==> config.mk <==
export PLATFORM = sky130hd
export DESIGN_NAME = crossbar_nxn_arb
export DESIGN_NICKNAME = d
export VERILOG_FILES = /design/src/rtl/crossbar_nxn_arb.sv
export SDC_FILE = /design/constraint.sdc
export NUM_CORES = 1
export LEC_CHECK = 0
export CAP_MARGIN = 20
export CORE_MARGIN = 8
export CORE_UTILIZATION = 55
export CTS_CLUSTER_SIZE = 30
export DETAILED_ROUTE_END_ITERATION = 12
export MAX_ROUTING_LAYER = met4
export PLACE_DENSITY_LB_ADDON = 0.08
export SLEW_MARGIN = 30
export SYNTH_ARGS = -nofsm -noshare
export SYNTH_HDL_FRONTEND = slang
export SYNTH_SLANG_ARGS = --single-unit
==> constraint.sdc <==
create_clock -name clk -period 10.83 [get_ports clk]
set_clock_uncertainty 0.1 [all_clocks]
set_input_delay 2.166 -clock clk [delete_from_list [all_inputs] [get_ports clk]]
set_output_delay 2.166 -clock clk [all_outputs]
set_load 0.01 [all_outputs]
==> src/rtl/crossbar_nxn_arb.sv <==
// N x N crossbar: one round-robin arbiter and one output register per output port.
// Each output can drain and refill in the same cycle; out-of-range destinations are dropped and flagged.
module crossbar_nxn_arb #(
    parameter int WIDTH = 4,
    parameter int N     = 4,
    parameter int SEL_W = (N > 1) ? $clog2(N) : 1
) (
    input  logic                 clk,
    input  logic                 rst,
    input  logic [N-1:0]         in_valid,
    input  logic [N*WIDTH-1:0]   in_data,
    input  logic [N*SEL_W-1:0]   in_dest,
    output logic [N-1:0]         in_ready,
    output logic [N-1:0]         out_valid,
    output logic [N*WIDTH-1:0]   out_data,
    output logic [N*SEL_W-1:0]   out_src,
    input  logic [N-1:0]         out_ready,
    output logic                 err_dest
);

    localparam logic [SEL_W:0] NUM = (SEL_W + 1)'(N);

    logic [N-1:0]     bad;
    logic [N-1:0]     free;
    logic [N-1:0]     gnt_any;
    logic [SEL_W-1:0] gnt_idx [N];
    logic [N-1:0]     gnt     [N];
    logic [SEL_W-1:0] ptr     [N];

    always_comb begin
        for (int i = 0; i < N; i++) begin
            bad[i] = ({1'b0, in_dest[i*SEL_W +: SEL_W]} >= NUM);
        end
        for (int o = 0; o < N; o++) begin
            free[o] = !out_valid[o] || out_ready[o];
        end
    end

    // Search upward from ptr[o], wrapping at N, first matching requester wins.
    always_comb begin
        logic [SEL_W:0]   sum;
        logic [SEL_W-1:0] idx;
        sum = '0;
        idx = '0;
        for (int o = 0; o < N; o++) begin
            gnt_any[o] = 1'b0;
            gnt_idx[o] = '0;
            gnt[o]     = '0;
            for (int k = 0; k < N; k++) begin
                sum = {1'b0, ptr[o]} + (SEL_W + 1)'(k);
                if (sum >= NUM) begin
                    sum = sum - NUM;
                end
                idx = sum[SEL_W-1:0];
                if (!gnt_any[o] && !rst && free[o] && in_valid[idx] &&
                    in_dest[idx*SEL_W +: SEL_W] == SEL_W'(o)) begin
                    gnt_any[o]   = 1'b1;
                    gnt_idx[o]   = idx;
                    gnt[o][idx]  = 1'b1;
                end
            end
        end
    end

    always_comb begin
        for (int i = 0; i < N; i++) begin
            in_ready[i] = bad[i];
            for (int o = 0; o < N; o++) begin
                in_ready[i] = in_ready[i] | gnt[o][i];
            end
        end
    end

    always_ff @(posedge clk or posedge rst) begin
        if (rst) begin
            out_valid <= '0;
            out_data  <= '0;
            out_src   <= '0;
            err_dest  <= 1'b0;
            for (int o = 0; o < N; o++) begin
                ptr[o] <= '0;
            end
        end else begin
            for (int o = 0; o < N; o++) begin
                if (gnt_any[o]) begin
                    out_valid[o]                  <= 1'b1;
                    out_data[o*WIDTH +: WIDTH]    <= in_data[gnt_idx[o]*WIDTH +: WIDTH];
                    out_src[o*SEL_W +: SEL_W]     <= gnt_idx[o];
                    ptr[o] <= (gnt_idx[o] == SEL_W'(N - 1)) ? '0 : gnt_idx[o] + 1'b1;
                end else if (out_ready[o]) begin
                    out_valid[o] <= 1'b0;
                end
            end
            if (|(in_valid & bad)) begin
                err_dest <= 1'b1;
            end
        end
    end

endmodule

# Word-level counts from Yosys, hierarchy flattened
# Index checks and enable logic that the tools add are counted.
totals:
  output_inout_bits: 33
  in_bits: 34
  elab_cells: 401
  ff_bits: 36
op_classes:
  n_reduce_logical: 105
  bitwise: 24
  n_lt_le_gt_ge: 48
  n_eq_ne: 16
  addsub: 32
  muxes: 140
  shift: 20
ops:
  columns: ["op", "n"]
  rows:
  - ["$shiftx A8 B4 Y2", 16]
  - ["$logic_and A1 B1 Y1", 76]
  - ["$mux W2", 36]
  - ["$mux W4", 16]
  - ["$shiftx A16 B5 Y4", 4]
  - ["$mux W1", 56]
  - ["$lt A2 B3 Y1 const B", 16]
  - ["$or A4 B4 Y4", 12]
  - ["$ge A3 B3 Y1 const B", 12]
  - ["$bmux W1 S2", 16]
  - ["$demux W1 S2", 16]
  - ["$ge A2 B1 Y1 const B", 16]
  - ["$sub A2 B1 Y2 const B", 16]
  - ["$add A2 B2 Y3 const B", 8]
  - ["$eq A2 B2 Y1 const B", 12]
  - ["$logic_not A1 Y1", 17]
  - ["$add A2 B1 Y3 const B", 4]
  - ["$ge A2 B3 Y1 const B", 4]
  - ["$or A1 B1 Y1", 12]
  - ["$add A2 B1 Y2 const B", 4]
  - ["$eq A2 B1 Y1 const B", 4]
  - ["$logic_not A2 Y1", 4]
  - ["$reduce_bool A2 Y1", 4]
  - ["$logic_or A1 B1 Y1", 4]

# Depth between registers and ports, before layout
depth:
  depth_word: 28
  mapped_depth: 12

# Worst setup path before layout
# Ideal clock, no wire load.
synth_path:
  kind: "input to output"
  start: "input rst"
  end: "output in_ready[1]"
  path_slack_ns: 4.273
  path_stages: 7
  t_arrival_ns: 4.291
  t_required_ns: 8.564
  path_cell_list: "clkbuf_1 inv_1 nand2_1 a211oi_2 a222oi_1 o2111ai_1 a211o_1"
synth_via:
  elab_chain_len: 26
synth_lines:
  columns: ["element", "line", "text"]
  rows:
  - ["start, declared", "9", "input logic rst,"]
  - ["$logic_not A1 Y1 (no source line) *", null, null]
  - ["$logic_and A1 B1 Y1 (3 in series)", "55", "if (!gnt_any[o] && !rst && free[o] && in_valid[idx] &&"]
  - ["$mux W1", "55", null]
  - ["$logic_not A1 Y1", "55", null]
  - ["$logic_and A1 B1 Y1 (4 in series)", "55", null]
  - ["$mux W1", "55", null]
  - ["$logic_not A1 Y1", "55", null]
  - ["$logic_and A1 B1 Y1 (4 in series)", "55", null]
  - ["$mux W1", "55", null]
  - ["$logic_not A1 Y1", "55", null]
  - ["$logic_and A1 B1 Y1 (4 in series)", "55", null]
  - ["$mux W4", "55", null]
  - ["$or A1 B1 Y1 (2 in series)", "69", "in_ready[i] = in_ready[i] | gnt[o][i];"]
  - ["$or A1 B1 Y1 *", "69", null]
  - ["end, declared", "13", "output logic [N-1:0] in_ready,"]
# Every way passes the cells marked *; elsewhere a longest branch is shown, timed or not.

# Worst setup path after layout
layout_path:
  start: "input in_valid[2]"
  end: "output in_ready[0]"
layout_via:
  elab_chain_len: 26
layout_lines:
  columns: ["element", "line", "text"]
  rows:
  - ["start, declared", "10", "input logic [N-1:0] in_valid,"]
  - ["$bmux W1 S2", "55", null]
  - ["$mux W1 (not written as such)", "55", null]
  - ["$logic_and A1 B1 Y1 (2 in series)", "55", null]
  - ["$mux W1", "55", null]
  - ["$logic_not A1 Y1", "55", null]
  - ["$logic_and A1 B1 Y1 (4 in series)", "55", null]
  - ["$mux W1", "55", null]
  - ["$logic_not A1 Y1", "55", null]
  - ["$logic_and A1 B1 Y1 (4 in series)", "55", null]
  - ["$mux W1", "55", null]
  - ["$logic_not A1 Y1", "55", null]
  - ["$logic_and A1 B1 Y1 (4 in series)", "55", null]
  - ["$mux W4", "55", null]
  - ["$or A1 B1 Y1 (2 in series)", "69", null]
  - ["$or A1 B1 Y1 *", "69", null]
# Every way passes the cells marked *; elsewhere a longest branch is shown, timed or not. The select of a mux whose other input is x is not followed.

==> reports/qor.yml <==
cells_and_area:
  antennaDiodeCount: 0
  final-seq-area_um2: 901
  nFillCells: 613
  final_layout_size_suffix_gt1_share_pct: 7.60
  fin_nets: 563
  multi_input_area_um2: 2850
  area_growth_pct: 19.1
  final_cells: 612
clock_tree:
  cts_made_buffers: 5
  htreeDepth: 2
  clk_pin_slew_worst_paths_ns: 0.08
  root_buffer: "clkbuf_8"
  cts_tree: "yes"
  worst_skew_pair.late_latency_ns: 0.29
  clk_path_buf_depth: 2
  cts_setup_buffers: 0
  cts_sinks: 36
  hold_buffers: 0
  cts_resized: 0
logic_synthesis:
  synth_top_family_by_area: "simple AND/OR/NAND/NOR gates"
  syn_inst: 468
  synth-seq-cells: 36
  synth-simple-area-share_pct: 28.7
  synthXorXnorAreaFrac_pct: 0.221
  yosysWarnings: 0
  synth_fp_nets: 519
  syn_area_um2: 3960
  syn-mean-instance-area_um2: 8.47
  yosys.area.top_type_share_pct: 22.7
  synth_common_cells: "nand2_1 (48), dfrtp_1 (36), mux2i_1 (28)"
  synth_edf_count: 0
  yosysUniqueCellTypes: 77
  ys_seq_area_share_pct: 22.7
  synth-compound-area-share_pct: 26.2
  synth_top_area_cell: "dfrtp_1"
  muxShareOfSynthArea_pct: 11.3
  async_flop_share_pct: 100
  ys_dominant_reg_cell: "dfrtp_1"
  synthTopCellsByArea: "dfrtp_1 (23%), mux2i_1 (7.1%), ha_1 (5.4%)"
  synth_most_common_cell: "nand2_1"
  synth_fa_ha_area_share_pct: 5.37
worst_setup_path:
  crit_type: "in2out"
  critPathRequiredTime_ns: 8.56
  regToRegSetupSlack_ns: 7.10
  timing.rr.end: "out_data[14]$_DFFE_PP0P_"
  cp-end-kind: "output port"
  start_kind: "primary input"
  cp_data_arrival_time_ns: 5.35
  rr_startpoint: "ptr[0]$_DFFE_PP0P_"
  reg2regPathDepth: 10
  path_max_fanout: 7
global_route:
  grtUsageTotal_pct: 26.7
  grt_start_max_net_pins: 26
  grt_pass1_wl_mm: 21.1
  grt_pass1_vias: 4144
  antenna_found_initial: 0
  grt_overflow: 0
route:
  wl_per_cell_um: 21.4
  drt-vias-per-instance: 6.85
  post-route-drc-count: 0
  ant_nets: 0
  drtPass1Iterations: 6
  drt-initial-drc-count: 361
  vias: 4193
  wl_mm: 13.1
power:
  pwr_density_cell_nw_per_um2: 244
  comb_power_share_pct: 67.4
  p_sw_uw: 545
  p_int_uw: 607
  p_leak_nw: 1.92
  total_power_mw: 1.15
  peakVddDrop_v: 0.000144
  pwr-share-seq_pct: 23.6
  p_sw_share_pct: 47.3
  clkPwrFrac_pct: 9.0
timing:
  timing_hold_violations_final: 0
  whs_ns: 0.381
  tns_ns: 0
  fin_crit_ns: 7.61
  setup_viol: 0
  drv_slew: 0
  slew_headroom_pct: 36.7
  finalCritPeriodShare_pct: 70.3
  rsz0062_at_grt: "no"
  tightest_slew_ns: 0.944
  timing.fmax_ghz: 0.131
floorplan:
  core_area_um2: 7100
  die_area_um2: 10200
  die_w_um: 101
  initial_core_util_pct: 55.8
  fp.dieH_um: 101
  boundaryPins: 67
  num_rows: 31
placement:
  dp.cells: 604
  place_hpwl_mm: 9.94
  io_buffers: 65
  place.gp.congestion: 0.979
min_path:
  hold_path_startpoint: "out_src[2]$_DFFE_PP0P_"
  hold_depth: 2
  min_path_type: "reg2reg"
  hold_end: "out_src[2]$_DFFE_PP0P_"
job:
  cap_violations: 0
run_status:
  status: "complete, no violations"
-- kinds of logic after synthesis --
kind of cell,after synthesis
adders and majority gates,17
xor gates and xnor gates,1
DFF,36
muxes,38
buffers and inverters,49
and+or+nand+nor,201
other,1
AOI/OAI and AO/OA,125
-- power by group through the flow --
stage                     Clock (mW)  Combinational, mW  Sequential (mW)
final                          0.104              0.777            0.272
after detailed placement           0              0.763            0.271
after CTS                      0.105              0.769            0.270
after global routing           0.110              0.842            0.280
after floorplan                    0              0.499            0.265
after global placement             0              0.756            0.269
-- routing by layer --
metal	global-route usage, %	routed length (um)	up-vias
met5	-	0	-
met4	10.8	370	0
met3	4.70	876	35
met2	43.0	6150	206
met1	32.2	5680	2041
li1	-	-	1911
-- per-stage QoR --
stage	utilization (%)	worst slack (ns)	area [um^2]
final	66.5	3.22	4720
after global routing	66.5	2.94	4720
after CTS	66.5	3.26	4720
after detailed placement	65.1	3.28	4620
after global placement	65.1	3.36	4620
after floorplan	-	4.27	3960
-- cell type report --
cell class / instances / share of cell area, %
Clock buffer: 6 / 1.75
Multi-Input combinational cell: 383 / 60.4
Sequential cell: 36 / 19.1
Timing Repair Buffer: 70 / 14.6
Inverter: 16 / 1.27
Clock inverter: 2 / 0.318
Tap cell: 99 / 2.62
-- critical path, stage by stage --
cell and delay [ns]:
clkdlybuf4s50_1 0.56, or3b_1 0.47, nor3_1 0.27, nor2_1 0.08, o41ai_1 0.69, a222oi_1 0.25
and3_1 0.24, nand4_1 0.08, clkdlybuf4s50_1 0.55
-- sequential cells by signal, summed over array words and instances (netlist names) --
signal     count
out_src        8
out_data      16
out_valid      4
ptr            8
-- cells in the final DEF, fill, tap and decap left out, types with 16 or more instances in the layout --
cell              n
clkdlybuf4s50_1  65
ha_1             17
nand2_1          48
and2_1           17
nor2_1           26
dfrtp_1          36
mux2i_1          28
nand3_1          16
a21oi_1          16
nor3_1           19
-- how the worst max path moves through the flow --
stage / start / to / slack (ns) / depth (start not counted)
detailed placement: in_valid[0] / in_ready[0] / 3.28 / 9
floorplan: rst / in_ready[1] / 4.27 / 7
global route: in_valid[2] / in_ready[0] / 2.94 / 9
CTS: in_valid[2] / in_ready[0] / 3.26 / 9
global placement: in_valid[2] / in_ready[0] / 3.36 / 9
finish: in_valid[2] / in_ready[0] / 3.22 / 9
Power figures use the tool's default switching activity.
